`src/rtl/wb_port_arbiter.sv`:
```
// rtl/wb_port_arbiter.sv - register-file write-port arbiter between the WB pipeline stage and a 2-deep MDU result queue
// The pipeline has priority; queued MDU results drain in order, with a stall request when they starve.
module wb_port_arbiter (
  input  logic        i_clk,
  input  logic        i_rst,
  input  logic        i_reg_writeW,
  input  logic        i_mem_to_regW,
  input  logic [31:0] i_alu_outW,
  input  logic [31:0] i_dm_outW,
  input  logic [4:0]  i_write_regW,
  input  logic        i_mdu_valid,
  input  logic [4:0]  i_mdu_reg,
  input  logic [31:0] i_mdu_data,
  output logic        o_mdu_ready,
  output logic        o_rf_we,
  output logic [4:0]  o_rf_addr,
  output logic [31:0] o_rf_wdata,
  output logic        o_rf_src,
  output logic [1:0]  o_q_count,
  output logic [31:0] o_q_regs,
  output logic        o_stall_req
);

  logic [4:0]  qReg  [2];
  logic [31:0] qData [2];
  logic        rdPtr;
  logic        wrPtr;
  logic [1:0]  qCount;
  logic [1:0]  starveCnt;

  logic        pipeReq;
  logic [31:0] pipeData;
  logic        grantQ;
  logic        push;
  logic [4:0]  headReg;
  logic [4:0]  tailReg;

  assign pipeReq     = i_reg_writeW && (i_write_regW != 5'd0);
  assign pipeData    = i_mem_to_regW ? i_dm_outW : i_alu_outW;
  // Grant looks only at registered occupancy, so a same-cycle push is never bypassed.
  assign grantQ      = !pipeReq && (qCount != 2'd0);
  assign o_mdu_ready = (qCount != 2'd2);
  assign push        = i_mdu_valid && o_mdu_ready;
  assign headReg     = qReg[rdPtr];
  assign tailReg     = qReg[~rdPtr];
  assign o_q_count   = qCount;
  assign o_stall_req = (starveCnt == 2'd3);

  always_comb begin
    o_q_regs = 32'd0;
    if (qCount != 2'd0 && headReg != 5'd0) o_q_regs[headReg] = 1'b1;
    if (qCount == 2'd2 && tailReg != 5'd0) o_q_regs[tailReg] = 1'b1;
  end

  always_ff @(posedge i_clk) begin
    if (i_rst) begin
      rdPtr      <= 1'b0;
      wrPtr      <= 1'b0;
      qCount     <= 2'd0;
      starveCnt  <= 2'd0;
      o_rf_we    <= 1'b0;
      o_rf_addr  <= 5'd0;
      o_rf_wdata <= 32'd0;
      o_rf_src   <= 1'b0;
    end else begin
      if (push) begin
        qReg[wrPtr]  <= i_mdu_reg;
        qData[wrPtr] <= i_mdu_data;
        wrPtr        <= ~wrPtr;
      end
      if (grantQ) rdPtr <= ~rdPtr;
      qCount <= qCount + {1'b0, push} - {1'b0, grantQ};

      if (grantQ || qCount == 2'd0) starveCnt <= 2'd0;
      else if (starveCnt != 2'd3)   starveCnt <= starveCnt + 2'd1;

      if (pipeReq) begin
        o_rf_we    <= 1'b1;
        o_rf_addr  <= i_write_regW;
        o_rf_wdata <= pipeData;
        o_rf_src   <= 1'b0;
      end else if (grantQ) begin
        // A queued result for r0 still consumes its slot but never writes.
        o_rf_we    <= (headReg != 5'd0);
        o_rf_addr  <= headReg;
        o_rf_wdata <= qData[rdPtr];
        o_rf_src   <= 1'b1;
      end else begin
        o_rf_we    <= 1'b0;
        o_rf_src   <= 1'b0;
      end
    end
  end

endmodule
```
`config.mk`:
```
export PLATFORM = sky130hd
export DESIGN_NAME = wb_port_arbiter
export DESIGN_NICKNAME = d
export VERILOG_FILES = /design/src/rtl/wb_port_arbiter.sv
export SDC_FILE = /design/constraint.sdc
export NUM_CORES = 1
export LEC_CHECK = 0
export CAP_MARGIN = 25
export CORE_MARGIN = 1.5
export CORE_UTILIZATION = 42
export CTS_CLUSTER_SIZE = 16
export DETAILED_ROUTE_END_ITERATION = 7
export PLACE_DENSITY = 0.74
export SYNTH_ARGS = -nofsm -noshare
export SYNTH_HDL_FRONTEND = slang
export SYNTH_SLANG_ARGS = --single-unit
export TNS_END_PERCENT = 10
```
`constraint.sdc`:
```
create_clock -name i_clk -period 4.2 [get_ports i_clk]
set_input_delay 0.63 -clock i_clk [delete_from_list [all_inputs] [get_ports i_clk]]
set_output_delay 0.63 -clock i_clk [all_outputs]
set_load 0.02 [all_outputs]
```
# [Word-level counts from Yosys, hierarchy flattened]
# Memories as Yosys holds them, arrays and structs flattened. A register that Yosys moved wholly into a read port is not among the register bits.
# Index checks and enable logic that the tools add are counted.
# W data, S select, Z words.
[classes] n_addsub=3 magnitude_cmp=4 n_eq_ne=4 mux=21 n_bitwise=3 reduce_logical=17
[ops] cell="$mux W32" n=5
[ops] cell="$or A32 B32 Y32" n=1
[ops] cell="$reduce_bool A5 Y1" n=3
[ops] cell="$lt A5 B6 Y1 const B" n=2
[ops] cell="$mux W1" n=12
[ops] cell="$demux W1 S5" n=2
[ops] cell="$ge A5 B1 Y1 const B" n=2
[ops] cell="$mux W5" n=2
[ops] cell="$logic_and A1 B1 Y1" n=7
[ops] cell="$eq A2 B2 Y1 const B" n=2
[ops] cell="$ne A2 B2 Y1 const B" n=2
[ops] cell="$reduce_bool A2 Y1" n=2
[ops] cell="$reduce_or A2 Y1" n=2
[ops] cell="$add A2 B1 Y2" n=1
[ops] cell="$add A2 B1 Y2 const B" n=1
[ops] cell="$logic_not A2 Y1" n=1
[ops] cell="$not A1 Y1" n=2
[ops] cell="$sub A2 B1 Y2" n=1
[ops] cell="$logic_not A1 Y1" n=1
[ops] cell="$logic_or A1 B1 Y1" n=1
[totals] register_bits=45 ramBits=74 input_bits=111 wordCells=62 mem_count=2
[mem_list] name="qData" words=2 word_bits=32 read_ports=1 rd_clocked_by_memory_dff=1 wr=1 line_no="25" source="logic [31:0] qData [2];"
[mem_list] name="qReg" words=2 word_bits=5 read_ports=2 rd_clocked_by_memory_dff=1 wr=1 line_no="24" source="logic [4:0] qReg [2];"

# [Longest topological paths before layout]
# An unclocked memory read counts as a cell.
[depth] depth_word=8 mapped_depth=11 mapped_depth_nobuf=9

# [Worst setup path before layout]
# OpenSTA, ideal clock, no wires.
[synth_timing] path_type="register to register" start="register qCount[0], in the netlist o_q_count[0]" end="memory qData[1][0] (enable)" setup_ns=0.485 arrival_time_ns=3.915 required_ns=3.715 slack_ns=-0.200 path_stages_with_launch=7 n_path_buf=2 cell_sequence="dfxtp_1 -> buf_2 -> nor2b_1 -> buf_2 -> inv_1 -> nand2_1 -> nor3b_1"
[synth_via] elab_chain_len=5
[synth_lines] item="start: declaration" line_no="28" source="logic [1:0] qCount;"
[synth_lines] item="start signal: assignment" line_no="72" source="qCount <= qCount + {1'b0, push} - {1'b0, grantQ};"
[synth_lines] item="$ne A2 B2 Y1" line_no="42" source="assign o_mdu_ready = (qCount != 2'd2);"
[synth_lines] item="named net o_mdu_ready" line_no="14" source="output logic o_mdu_ready,"
[synth_lines] item="$logic_and A1 B1 Y1" line_no="43" source="assign push = i_mdu_valid && o_mdu_ready;"
[synth_lines] item="$mux W1" line_no="66" source="if (push) begin"
[synth_lines] item="$mux W1" line_no="56" source="if (i_rst) begin"
[synth_lines] item="$mux W1 (not written as such)" line_no="68" source="qData[wrPtr] <= i_mdu_data;"
[synth_lines] item="end: declaration" line_no="25"
# The timed path passes the listed nets, and every way through them passes these cells.

# [Final worst setup path]
[layout_timing] start="register qCount[1], in the netlist o_q_count[1]" end="output port o_q_regs[16]"
[layout_via] elab_chain_len=5 elab_cells_between_ends=7 classes_between="eq/ne (1); mux (2); bitwise (1); reduce/logical (3)"
[layout_lines] item="$reduce_bool A2 Y1" line_no="51" source="if (qCount != 2'd0 && headReg != 5'd0) o_q_regs[headReg] = 1'b1;"
[layout_lines] item="$logic_and A1 B1 Y1" line_no="51"
[layout_lines] item="$mux W32" line_no="51"
[layout_lines] item="$or A32 B32 Y32 (no source line)"
[layout_lines] item="$mux W32 (*)" line_no="52" source="if (qCount == 2'd2 && tailReg != 5'd0) o_q_regs[tailReg] = 1'b1;"
[layout_lines] item="end: declaration" line_no="20" source="output logic [31:0] o_q_regs,"
# Every way passes the cells marked *; elsewhere a longest branch is shown, timed or not.

==> impl_metrics.toml <==
[finish]
n_antenna_cell = 0
multi_input_area_sq_mm = 0.002484
nFillCells = 1092
nNetsFinal = 782
ff_latch_area_sq_mm = 0.003144
syn_to_final_growth_pct = 43.92
drive_above_1_share_pct = 11.01

[yosys]
synth.yosys.seq_area_share_pct = 54.16
yosys.area.top_type = "edfxtp_1"
synth_common_cells = "edfxtp_1, mux2i_1, nor2_1"
synth-xor-area-share_pct = 0.3019
netlist_instances = 493
synth_edf_count = 74
yosysWarnings = 0
synth_cell_types = 46
syn-cell-area_sq_mm = 0.005803
synth_top_family_by_area = "multiplexers"
synth_adder_area_share_pct = 0.6468
synth-compound-area-share_pct = 12.79
synth_top_area_share_pct = 38.29
muxShareOfSynthArea_pct = 17.08
ys_ff_latch = 120
synthSimpleGateAreaFrac_pct = 11.64
synth_area_per_cell_sq_um = 11.77
synth_most_common_cell = "edfxtp_1"
synthFlopType = "edfxtp_1"
synth_area_leaders = "edfxtp_1, dfxtp_1, mux2i_1"
synthArstFlopShare_pct = 0
synth_nets = 607

[clocking]
cts_tree = "done"
cts_sinks = 120
path_clk_slew_ps = 50
cts_hold_buf = 0
cts_setup_buffers = 0
cts_resized = 0
htreeDepth = 4
clock_path_buffers = 2
insertion_delay_ps = 410
cts_root_buf = "clkbuf_16"
numCtsBuffers = 17

[power]
power_per_cell_area_mw_per_mm2 = 555.8
finalPower_uw = 4642
p_leak_uw = 0.002945
ir_drop_uv = 280.0

[timing]
setup_viol = 0
min_period_ps = 3371
fin_tns_setup_ps = 0
hold-worst-slack_ps = 515.8
rsz0062_at_grt = "false"
worst_slew_pin_slew_ps = 974.3
hold_viol = 0
maxSlewHeadroom_pct = 35.05
fin_skew_ps = 6.060
period_share_pct = 80.27
fmax_mhz = 296.6
setup_slack_ps = 828.6
slew_violations = 0

[drt]
routed_via_density = 5.613
dr.pass1.iters = 6
drt-initial-drc-count = 301
via_count = 4810
drc = 0
finalWirelength_um = 15370
wl_per_cell_um = 17.93
ant_nets = 0

[die]
die_y_um = 120.5
start_util_pct = 43.48
fp.dieW_um = 120.5
rows = 42
core_area_sq_mm = 0.01335
io_pins = 186
die-area_sq_mm = 0.01453

[setup_path]
worstReg2RegStart = "o_q_count[1]"
r2r_end = "o_q_count[1]"
crit_path_start_kind = "flop"
r2r.worst_path.cells = 9
path_class = "flop to output pin"
r2r_setup_slack_ps = 1820
crit_fanout = 11
critPathCaptureType = "output pin"
crit_required_ps = 3570
cp.arrival_ps = 2740

[run_status]
status = "finished, final reports clean"

[global_route]
grt_overflow = 0
grt_max_degree = 47
grt_pass1_wl_um = 24360
track_usage_pct = 21.77
grt_pass1_vias = 4814
antenna_found_initial = 0

[placement]
gp_congestion = 0.8693
io_buffers = 184
pre_cts_ws_ps = 1171
dp_hpwl_um = 10850

[worst_hold_path]
holdCritPathClass = "flop to flop"
worstHoldStart = "wrPtr"
hold_end = "wrPtr"
min_path_cells = 2

[flow_run]
cap_viol_max_count = 0
logic make-up after synthesis:
| kind of cell | after synthesis |
|---|---|
| AND/OR/NAND/NOR | 133 |
| multiplexers | 95 |
| adder cells (fa/ha/maj) | 3 |
| flip-flops | 120 |
| AO/OA/AOI/OAI | 97 |
| buffers and inverters | 42 |
| XOR/XNOR | 2 |
| other | 1 |
worst max-delay path, stage by stage (launching register included):
cell,delay [ps]
dfxtp_1,320
nor2b_1,640
nand2_1,370
o32ai_1,340
clkdlybuf4s50_1,660
area by class of cell:
cell class	instances	share of cell area [%]
timing repair buffer	193	22.89
clock buffer	23	5.363
multi-input combinational	331	29.74
clock inverter	9	1.498
tap	176	2.637
sequential	120	37.65
inverter	5	0.2247
metrics by stage:
step	cells	util (%)	instance area (sq um)
3_3_place_gp	825	58.28	7779
2_1_floorplan	493	-	5808
6_report	857	62.57	8352
3_5_place_dp	825	58.28	7779
4_1_cts	857	62.57	8352
5_1_grt	857	62.57	8352
sequential cells by signal, indices dropped and copies added (netlist names), named ones only:
name and count:
o_rf_src 1, qData 64, qReg 10, o_rf_addr 5
rdPtr 1, o_rf_wdata 32, starveCnt 2, wrPtr 1
o_q_count 2, o_rf_we 1
report_power, final:
part           switching (uW)  internal [uW]  leakage (uW)
registers                 137           1450       0.00106
logic                     919            734       0.00161
clock network             479            926      0.000277
layer usage:
layer,wire length (um),GRT usage [%],vias up
met2,7449,36.93,232
met1,6433,26.48,2295
met5,0,0,-
met4,174,7.353,0
met3,1312,6.415,17
li1,-,-,2266
worst max path at each step:
stage / startpoint / to / slack, ps
after CTS: o_q_count[1] / o_q_regs[16] / 810
final: o_q_count[1] / o_q_regs[16] / 830
after floorplan: o_q_count[0] / qData[0][0] / 2
after global placement: i_write_regW[3] / o_q_count[1] / 1240
after global routing: o_q_count[1] / o_q_regs[24] / 620
after detailed placement: i_write_regW[3] / o_q_count[1] / 1170
cell usage in the layout, fill, tap and decap left out, types with 4 or more instances in the layout:
cell / count
a211oi_1: 32
and3b_1: 4
buf_4: 8
clkbuf_1: 6
clkbuf_16: 17
clkdlybuf4s50_1: 182
dfxtp_1: 45
edfxtp_1: 74
inv_1: 5
mux2_2: 29
mux2i_1: 63
nand2_1: 5
nand3_1: 13
nor2_1: 50
nor2b_1: 13
nor3_1: 27
o21ai_0: 7
o22ai_1: 17
o32ai_1: 23
(Power assumes the default switching activity.)
